### config.mk
export PLATFORM = sky130hd
export DESIGN_NAME = tmr_resync_ctrl
export DESIGN_NICKNAME = d
export VERILOG_FILES = /design/src/rtl/tmr_resync_ctrl.sv
export SDC_FILE = /design/constraint.sdc
export NUM_CORES = 1
export LEC_CHECK = 0
export ABC_CLOCK_PERIOD_IN_PS = 1900
export BUFFER_PORTS_ARGS = -buffer_cell sky130_fd_sc_hd__buf_2
export CAP_MARGIN = 20
export CELL_PAD_IN_SITES_DETAIL_PLACEMENT = 1
export CELL_PAD_IN_SITES_GLOBAL_PLACEMENT = 1
export CORE_ASPECT_RATIO = 0.7
export CORE_MARGIN = 2
export CORE_UTILIZATION = 25
export CTS_CLUSTER_SIZE = 30
export DETAILED_ROUTE_END_ITERATION = 10
export GPL_TIMING_DRIVEN = 0
export PLACE_DENSITY = 0.68
export SKIP_LAST_GASP = 1
export SYNTH_ARGS = -nofsm -noshare
export SYNTH_HDL_FRONTEND = slang
export SYNTH_SLANG_ARGS = --single-unit
### constraint.sdc
create_clock -name clk_i -period 1.9 [get_ports clk_i]
set_clock_uncertainty 0.05 [all_clocks]
set_input_delay 0.095 -clock clk_i [delete_from_list [all_inputs] [get_ports clk_i]]
set_output_delay 0.095 -clock clk_i [all_outputs]
set_load 0.03 [all_outputs]
### src/rtl/tmr_resync_ctrl.sv
`default_nettype none
// ============================================================================
// Module   : tmr_resync_ctrl
// Purpose  : Supervises three redundant replicas of a state word. It votes
//            the words bit-wise and flags the faulty replica(s) on a mismatch.
//            It then runs a stall / resynchronisation handshake that reloads
//            every replica with the voted word.
// Ports    : clk_i, rst_ni (async, active-low)
//            data_a_i/data_b_i/data_c_i, valid_i  - replica words to compare
//            voted_o                               - combinational majority
//            stall_req_o / stall_ack_i             - freeze handshake
//            resync_o / resync_data_o              - reload strobe and word
//            mismatch_o, faulty_o, fatal_o, busy_o - status
//            clr_cnt_i, err_cnt_{a,b,c}_o          - per-replica error counts
// Options  : TMR_RESYNC_ERR_CNT_EN - builds the saturating error counters;
//            when undefined the counts read 0 and clr_cnt_i is ignored.
// Revision : 1.0 - initial release
// ============================================================================
module tmr_resync_ctrl #(
   parameter int DATA_WIDTH    = 32,
   parameter int RESYNC_CYCLES = 4,
   parameter int CNT_WIDTH     = 8
) (
   input  logic                  clk_i,
   input  logic                  rst_ni,
   input  logic [DATA_WIDTH-1:0] data_a_i,
   input  logic [DATA_WIDTH-1:0] data_b_i,
   input  logic [DATA_WIDTH-1:0] data_c_i,
   input  logic                  valid_i,
   output logic [DATA_WIDTH-1:0] voted_o,
   output logic                  stall_req_o,
   input  logic                  stall_ack_i,
   output logic                  resync_o,
   output logic [DATA_WIDTH-1:0] resync_data_o,
   output logic                  mismatch_o,
   output logic [2:0]            faulty_o,
   output logic                  fatal_o,
   output logic                  busy_o,
   input  logic                  clr_cnt_i,
   output logic [CNT_WIDTH-1:0]  err_cnt_a_o,
   output logic [CNT_WIDTH-1:0]  err_cnt_b_o,
   output logic [CNT_WIDTH-1:0]  err_cnt_c_o
);

   localparam int                 c_TMR_W    = $clog2(RESYNC_CYCLES + 1);
   localparam logic [c_TMR_W-1:0] c_TMR_LOAD = c_TMR_W'(RESYNC_CYCLES);
   localparam logic [c_TMR_W-1:0] c_TMR_LAST = c_TMR_W'(1);

   typedef enum logic [1:0] {
      S_IDLE   = 2'd0,
      S_STALL  = 2'd1,
      S_RESYNC = 2'd2
   } state_t;

   state_t              r_state, w_state_nxt;
   logic [c_TMR_W-1:0]  r_tmr, w_tmr_nxt;
   logic [DATA_WIDTH-1:0] r_resync_data;
   logic [2:0]          r_faulty;
   logic                r_mismatch;
   logic                r_fatal;

   logic [2:0]          w_flags;
   logic                w_multi;
   logic                w_detect;

   // ---------------------------------------------------------------------
   // Voting and fault identification
   // ---------------------------------------------------------------------
   assign voted_o = (data_a_i & data_b_i) | (data_a_i & data_c_i) | (data_b_i & data_c_i);

   // A replica is faulty when some bit of it disagrees with both others.
   assign w_flags[0] = |((data_a_i ^ data_b_i) & (data_a_i ^ data_c_i));
   assign w_flags[1] = |((data_b_i ^ data_a_i) & (data_b_i ^ data_c_i));
   assign w_flags[2] = |((data_c_i ^ data_a_i) & (data_c_i ^ data_b_i));

   // Two or more flagged replicas cannot be corrected reliably.
   assign w_multi  = (w_flags[0] & w_flags[1]) | (w_flags[0] & w_flags[2]) |
                     (w_flags[1] & w_flags[2]);

   // Comparisons are only acted on while idle; anything seen mid-handshake is dropped.
   assign w_detect = (r_state == S_IDLE) && valid_i && (|w_flags);

   // ---------------------------------------------------------------------
   // Handshake FSM
   // ---------------------------------------------------------------------
   always_ff @(posedge clk_i or negedge rst_ni) begin
      if (!rst_ni) begin
         r_state <= S_IDLE;
         r_tmr   <= '0;
      end else begin
         r_state <= w_state_nxt;
         r_tmr   <= w_tmr_nxt;
      end
   end

   always_comb begin
      w_state_nxt = r_state;
      w_tmr_nxt   = r_tmr;
      stall_req_o = 1'b0;
      resync_o    = 1'b0;
      busy_o      = 1'b0;
      case (r_state)
         S_IDLE: begin
            if (w_detect) w_state_nxt = S_STALL;
         end
         S_STALL: begin
            stall_req_o = 1'b1;
            busy_o      = 1'b1;
            if (stall_ack_i) begin
               w_state_nxt = S_RESYNC;
               w_tmr_nxt   = c_TMR_LOAD;
            end
         end
         S_RESYNC: begin
            stall_req_o = 1'b1;
            resync_o    = 1'b1;
            busy_o      = 1'b1;
            // Timer holds the number of resync cycles still to run, this one included.
            if (r_tmr <= c_TMR_LAST) begin
               w_state_nxt = S_IDLE;
               w_tmr_nxt   = '0;
            end else begin
               w_tmr_nxt   = r_tmr - c_TMR_LAST;
            end
         end
         default: begin
            w_state_nxt = S_IDLE;
            w_tmr_nxt   = '0;
         end
      endcase
   end

   // ---------------------------------------------------------------------
   // Detection capture and status
   // ---------------------------------------------------------------------
   always_ff @(posedge clk_i or negedge rst_ni) begin
      if (!rst_ni) begin
         r_resync_data <= '0;
         r_faulty      <= '0;
         r_mismatch    <= 1'b0;
         r_fatal       <= 1'b0;
      end else begin
         r_mismatch <= w_detect;
         if (w_detect) begin
            r_resync_data <= voted_o;
            r_faulty      <= w_flags;
            if (w_multi) r_fatal <= 1'b1;
         end
      end
   end

   assign resync_data_o = r_resync_data;
   assign faulty_o      = r_faulty;
   assign mismatch_o    = r_mismatch;
   assign fatal_o       = r_fatal;

   // ---------------------------------------------------------------------
   // Per-replica error counters
   // ---------------------------------------------------------------------
`ifdef TMR_RESYNC_ERR_CNT_EN
   for (genvar gi = 0; gi < 3; gi++) begin : g_err_cnt
      logic [CNT_WIDTH-1:0] r_cnt;
      always_ff @(posedge clk_i or negedge rst_ni) begin
         if (!rst_ni) begin
            r_cnt <= '0;
         end else if (clr_cnt_i) begin
            r_cnt <= '0;
         end else if (w_detect && w_flags[gi] && (r_cnt != {CNT_WIDTH{1'b1}})) begin
            r_cnt <= r_cnt + CNT_WIDTH'(1);
         end
      end
   end
   assign err_cnt_a_o = g_err_cnt[0].r_cnt;
   assign err_cnt_b_o = g_err_cnt[1].r_cnt;
   assign err_cnt_c_o = g_err_cnt[2].r_cnt;
`else
   logic w_unused_clr;
   assign w_unused_clr = clr_cnt_i;
   assign err_cnt_a_o  = '0;
   assign err_cnt_b_o  = '0;
   assign err_cnt_c_o  = '0;
`endif

endmodule
`default_nettype wire

==> results of run 1 <==
-- routing by layer --
metal	vias up	part of all wire	routed length, um
li1	1743	-	-
met1	1805	0.47	7480
met2	119	0.46	7310
met3	12	0.062	989
met4	0	0.012	197
met5	-	0	0
-- cells in the final DEF (no fill, tap or decap), types with 2 or more instances in the layout --
cell and n:
o21ai_0 4, buf_2 151, a22oi_2 34, ha_4 90, diode_2 2, ha_1 12
mux2_4 29, buf_6 11, clkbuf_16 6, mux2i_1 6, dfrtp_1 42, a22oi_1 14
or3_1 32, a21oi_1 3, o22ai_1 3, buf_8 2, mux2_2 3, buf_12 4
clkbuf_1 2, nand2_1 3, nor4_4 3, nand2b_1 2, buf_16 2, buf_4 44
inv_1 6, conb_1 24, inv_2 2, nand4_1 13, nand3_1 2
-- cell type report --
cell class	count	area (sq um)	area share
diodes	2	5.00	0.000713
flip-flops and latches	42	1050	0.150
multi-input cells	288	4100	0.584
plain buffers	28	255	0.0364
clock buffers	7	133	0.0189
well taps	200	250	0.0357
repair buffers	189	1160	0.166
clock inverters	1	30.0	0.00428
inverters	8	30.0	0.00428
-- critical path: stages --
cell and delay, ns:
buf_2 0.14, ha_4 0.26, a22oi_1 0.24, nand4_1 0.18, nor4_4 0.42, a31oi_4 0.13, buf_12 0.17, buf_12 0.16
mux2_4 0.30
-- registers in the layout, indices dropped and copies added, names as in the netlist --
register       flops
resync_data_o     32
mismatch_o         1
fatal_o            1
r_state            2
r_tmr              3
faulty_o           3
-- where the power goes --
part | total, W | switching, W | internal, W
clock network | 0.00102 | 0.000399 | 0.000623
registers | 0.00157 | 0.000252 | 0.00132
logic | 0.00441 | 0.00246 | 0.00195
total | 0.00700 | 0.00311 | 0.00389
-- path summary, 6_finish.rpt --
kind | startpoint | endpoint | slack [ns] | depth (start not counted)
setup / recovery | data_a_i[5] | resync_data_o[22] | -0.07 | 9
hold / removal | valid_i | faulty_o[0] | 0.13 | 3
setup reg to reg | r_state[0] | resync_data_o[22] | 0.03 | 7
hold reg to reg | resync_data_o[28] | resync_data_o[28] | 0.46 | 1
max in group asynchronous | rst_ni | r_tmr[2] | 0.98 | 3
min in group asynchronous | rst_ni | resync_data_o[26] | 0.27 | 2
-- per-stage QoR --
stage               area, sq um  hold slack [ns]
finish                     7020            0.134
global route               7010            0.142
CTS                        6700            0.181
detailed placement         6010            0.317
global placement           6010            0.289
floorplan                  4910           -0.251
-- kinds of logic after synthesis --
| logic type | count (synthesis) | share of synthesized area |
|---|---|---|
| AO/OA/AOI/OAI | 64 | 0.119 |
| other | 1 | 0.000936 |
| AND/OR/NAND/NOR | 58 | 0.0993 |
| adder cells (fa/ha/maj) | 104 | 0.324 |
| buffers and inverters | 36 | 0.0628 |
| flip-flops | 42 | 0.262 |
| multiplexers | 38 | 0.132 |
-- timing repair --
action	CTS	global route
setup endpoints to repair	33	34
gates resized for setup	67	44
hold endpoints to repair	11	0
hold buffers	1	0
pin swaps	19	33
cloned	1	1
buffers inserted	8	6
==> flow_metrics.env, run 1 <==
export IMPL_outcome="complete, but fails checks"
export IMPL_failed_checks="setup timing"
export IMPL_portBuffers=171
export IMPL_grt_pass1_vias=4044
export IMPL_period_needed_ns=1.97
export IMPL_ant_nets=0
export IMPL_final_cells=765
export IMPL_fmax_ghz=0.507
export IMPL_ys_types=28
export IMPL_filler_cell_count=1679
export IMPL_drtPass1Iterations=4
export IMPL_cts_made_buffers=5
export IMPL_routed_via_density=4.81
export IMPL_rows=38
export IMPL_drive_gt1_frac=0.689
export IMPL_die_h_um=110
export IMPL_cts_buffer_depth=2
export IMPL_cp_data_required_time_ns=2.03
export IMPL_pwr_density_cell_mw_per_mm2=998
export IMPL_power_leakage_nw=3.04
export IMPL_cts_clk_slew_worst_paths_ns=0.06
export IMPL_setup_violations=31
export IMPL_die_area_sq_mm=0.0171
export IMPL_yosysSeqAreaShare=0.262
export IMPL_finalSetupTns_ns=-1.52
export IMPL_dieWidth_um=155
export IMPL_synth_area_leader_cell="ha_1"
export IMPL_area_growth_pct=75.1
export IMPL_cap_violations=0
export IMPL_start_util=0.257
export IMPL_finalHoldViolations=0
export IMPL_placedCellCount=737
export IMPL_start_kind="input port"
export IMPL_cts_htree_levels=2
export IMPL_grt_pass1_wl_mm=23.5
export IMPL_min_path_type="in -> reg"
export IMPL_fin_crit_sh=1.04
export IMPL_cts_tree="yes"
export IMPL_grt_total_usage=0.188
export IMPL_synth_edf_count=0
export IMPL_synthesis_area_sq_mm=0.00401
export IMPL_pre_cts_ws_ns=-0.705
export IMPL_drtIter0Drc=111
export IMPL_peakVddDrop_mv=0.484
export IMPL_grt_use_met1=0.253
export IMPL_vias=3679
export IMPL_ys_top_cells_by_area="ha_1 (32%), dfrtp_1 (26%), mux2_4 (11%)"
export IMPL_cts_sinks=42
export IMPL_synth_most_common_cell="ha_1"
export IMPL_antenna_found_initial=2
export IMPL_core_area_sq_mm=0.0156
export IMPL_finalNetCount=766
export IMPL_yosys_top_cells_count="ha_1 (103), a22oi_1 (48), dfrtp_1 (42), or3_1 (32), mux2_4 (29)"
export IMPL_drc=0
export IMPL_avgSynthCellArea_sq_um=11.7
export IMPL_fin_ws_ns=-0.0716
export IMPL_clk_latency_ns=0.30
export IMPL_post_dp_hpwl_mm=13.2
export IMPL_crit_path_end_kind="register"
export IMPL_grt_util_met3=0.0438
export IMPL_drv_slew=0
export IMPL_wl_per_cell_um=20.9
export IMPL_clockRootBuffer="clkbuf_16"
export IMPL_grt_max_degree=43
export IMPL_ios=197
export IMPL_rsz0062_at_grt="true"
export IMPL_async_reset_ff_frac=1.00
export IMPL_wl_mm=16.0
export IMPL_synth_top_area_share=0.322
export IMPL_post_route_util=0.450
export IMPL_synthFlopType="dfrtp_1"
export IMPL_grt_use_met2=0.305
export IMPL_crit_arrival_ns=2.10
export IMPL_p_total_w=0.00700
export IMPL_gp_congestion=0.787
export IMPL_crit_type="in -> reg"
export IMPL_synth_cells=343
export IMPL_ys_seq_elements=42
export IMPL_grt_overflow_total=0
export IMPL_crit_fanout=10
export IMPL_yosysWarnings=0
export IMPL_worst_pin_slew_ns=0.558
export IMPL_slew_headroom=0.628
export IMPL_global_route_peak_usage_layer="met2"
Power figures use the tool's default switching activity.
==> run 2, diff against run 1 <==
- CELL_PAD_IN_SITES_DETAIL_PLACEMENT: 1 -> 0
==> flow_metrics.env, run 2 (same netlist as run 1, synthesis figures left out) <==
export IMPL_outcome="complete, but fails checks"
export IMPL_die_h_um=110
export IMPL_start_util=0.257
export IMPL_crit_arrival_ns=2.18
export IMPL_crit_fanout=9
export IMPL_drc=0
export IMPL_drive_gt1_frac=0.674
export IMPL_clk_latency_ns=0.29
export IMPL_ios=197
export IMPL_clockRootBuffer="clkbuf_16"
export IMPL_start_kind="input port"
export IMPL_crit_chain="buf_2, ha_4, a22oi_1, nand4_1, nor4_4, a31oi_4, buf_12, clkbuf_16, mux2_4"
export IMPL_gp_congestion=0.787
export IMPL_final_common_cell="buf_2"
export IMPL_portBuffers=171
export IMPL_rsz0062_at_grt="true"
export IMPL_crit_family="compound AO/OA/AOI/OAI gates"
export IMPL_cp_data_required_time_ns=2.02
export IMPL_worst_path_buf_inv=3
export IMPL_area_growth_pct=73.9
export IMPL_failed_checks="setup timing"
export IMPL_crit_slowest_cell="a22oi_1"
export IMPL_p_total_w=0.00689
export IMPL_fin_crit_sh=1.08
export IMPL_pre_cts_ws_ns=-0.712
export IMPL_vias=3636
export IMPL_fmax_ghz=0.487
export IMPL_peakVddDrop_mv=0.414
export IMPL_drtPass1Iterations=7
export IMPL_slew_headroom=0.650
export IMPL_crit_path_end_kind="register"
export IMPL_finalNetCount=762
export IMPL_wl_per_cell_um=20.1
export IMPL_die_area_sq_mm=0.0171
export IMPL_drtIter0Drc=94
export IMPL_cts_made_buffers=5
export IMPL_finalHoldViolations=0
export IMPL_holdWs_ns=0.134
export IMPL_antenna_found_initial=2
export IMPL_drv_slew=0
export IMPL_max_stage_delay_ns=0.40
export IMPL_worst_pin_slew_ns=0.525
export IMPL_rows=38
export IMPL_grt_max_degree=43
export IMPL_power_leakage_nw=3.02
export IMPL_setup_violations=32
export IMPL_routed_via_density=4.78
export IMPL_grt_overflow_total=0
export IMPL_cts_clk_slew_worst_paths_ns=0.06
export IMPL_dieWidth_um=155
export IMPL_cts_htree_levels=2
export IMPL_fin_ws_ns=-0.153
export IMPL_pwr_density_cell_mw_per_mm2=989
export IMPL_post_dp_hpwl_mm=12.4
export IMPL_cts_sinks=42
export IMPL_grt_pass1_vias=3914
export IMPL_largest_reg_flops=32
export IMPL_filler_cell_count=1449
export IMPL_finalSetupTns_ns=-3.85
export IMPL_min_path_type="in -> reg"
export IMPL_cap_violations=0
export IMPL_mostFrequentLayoutCells="buf_2 (154), ha_4 (91), dfrtp_1 (42), buf_4 (36), or3_1 (32)"
export IMPL_grt_total_usage=0.176
export IMPL_crit_type="in -> reg"
export IMPL_cts_tree="yes"
export IMPL_post_route_util=0.447
export IMPL_period_needed_ns=2.05
export IMPL_core_area_sq_mm=0.0156
export IMPL_wl_mm=15.3
export IMPL_ant_nets=0
export IMPL_cts_buffer_depth=2
export IMPL_grt_pass1_wl_mm=22.3
## run 2: per-stage QoR
stage                     area [sq um]  instances
after global routing              6970        760
final                             6970        761
after global placement            6010        737
after detailed placement          6010        737
after floorplan                   4910        366
after CTS                         6830        756
## run 2: path summary, 6_finish.rpt
kind                            cells after the start        start           endpoint  slack [ns]
worst max-delay path                                9  data_b_i[1]  resync_data_o[16]       -0.15
worst min-delay path                                3      valid_i            fatal_o        0.13
worst max register to register                      7   r_state[0]  resync_data_o[16]       -0.01
worst min register to register                      1      fatal_o            fatal_o        0.45
max in group asynchronous                           3       rst_ni   resync_data_o[3]        1.00
min in group asynchronous                           2       rst_ni  resync_data_o[11]        0.28
## run 2: repair_timing
action | CTS | global route
gates resized for setup | 82 | 17
hold buffers | 1 | 0
buffers inserted | 9 | 0
hold endpoints to repair | 24 | 0
pin swaps | 13 | 0
endpoints found under the setup margin | 33 | 35
cloned | 1 | 2
## run 2: cell type report
class | instances | area, sq um | area share
Clock inverter | 1 | 5.00 | 0.000718
Sequential cell | 42 | 1050 | 0.151
Inverter | 8 | 30.0 | 0.00431
Timing Repair Buffer | 185 | 1150 | 0.164
Buffer | 28 | 263 | 0.0377
Antenna cell | 2 | 5.00 | 0.000718
Clock buffer | 7 | 143 | 0.0205
Multi-Input combinational cell | 288 | 4080 | 0.585
Tap cell | 200 | 250 | 0.0359
## run 2: where the power goes
part	internal (W)	switching [W]
Clock	0.000523	0.000392
Sequential	0.00132	0.000245
Combinational	0.00195	0.00247
## run 2: tightest hold or removal path, cell delays in order
cell and delay [ns]:
buf_2 0.12, nand2_4 0.12, o21bai_1 0.09
## run 2: layer usage
| layer | wire length (um) | track usage |
|---|---|---|
| met1 | 7400 | 0.237 |
| met2 | 6770 | 0.283 |
| met3 | 1030 | 0.0508 |
| met4 | 124 | 0.0334 |
| met5 | 0 | 0 |
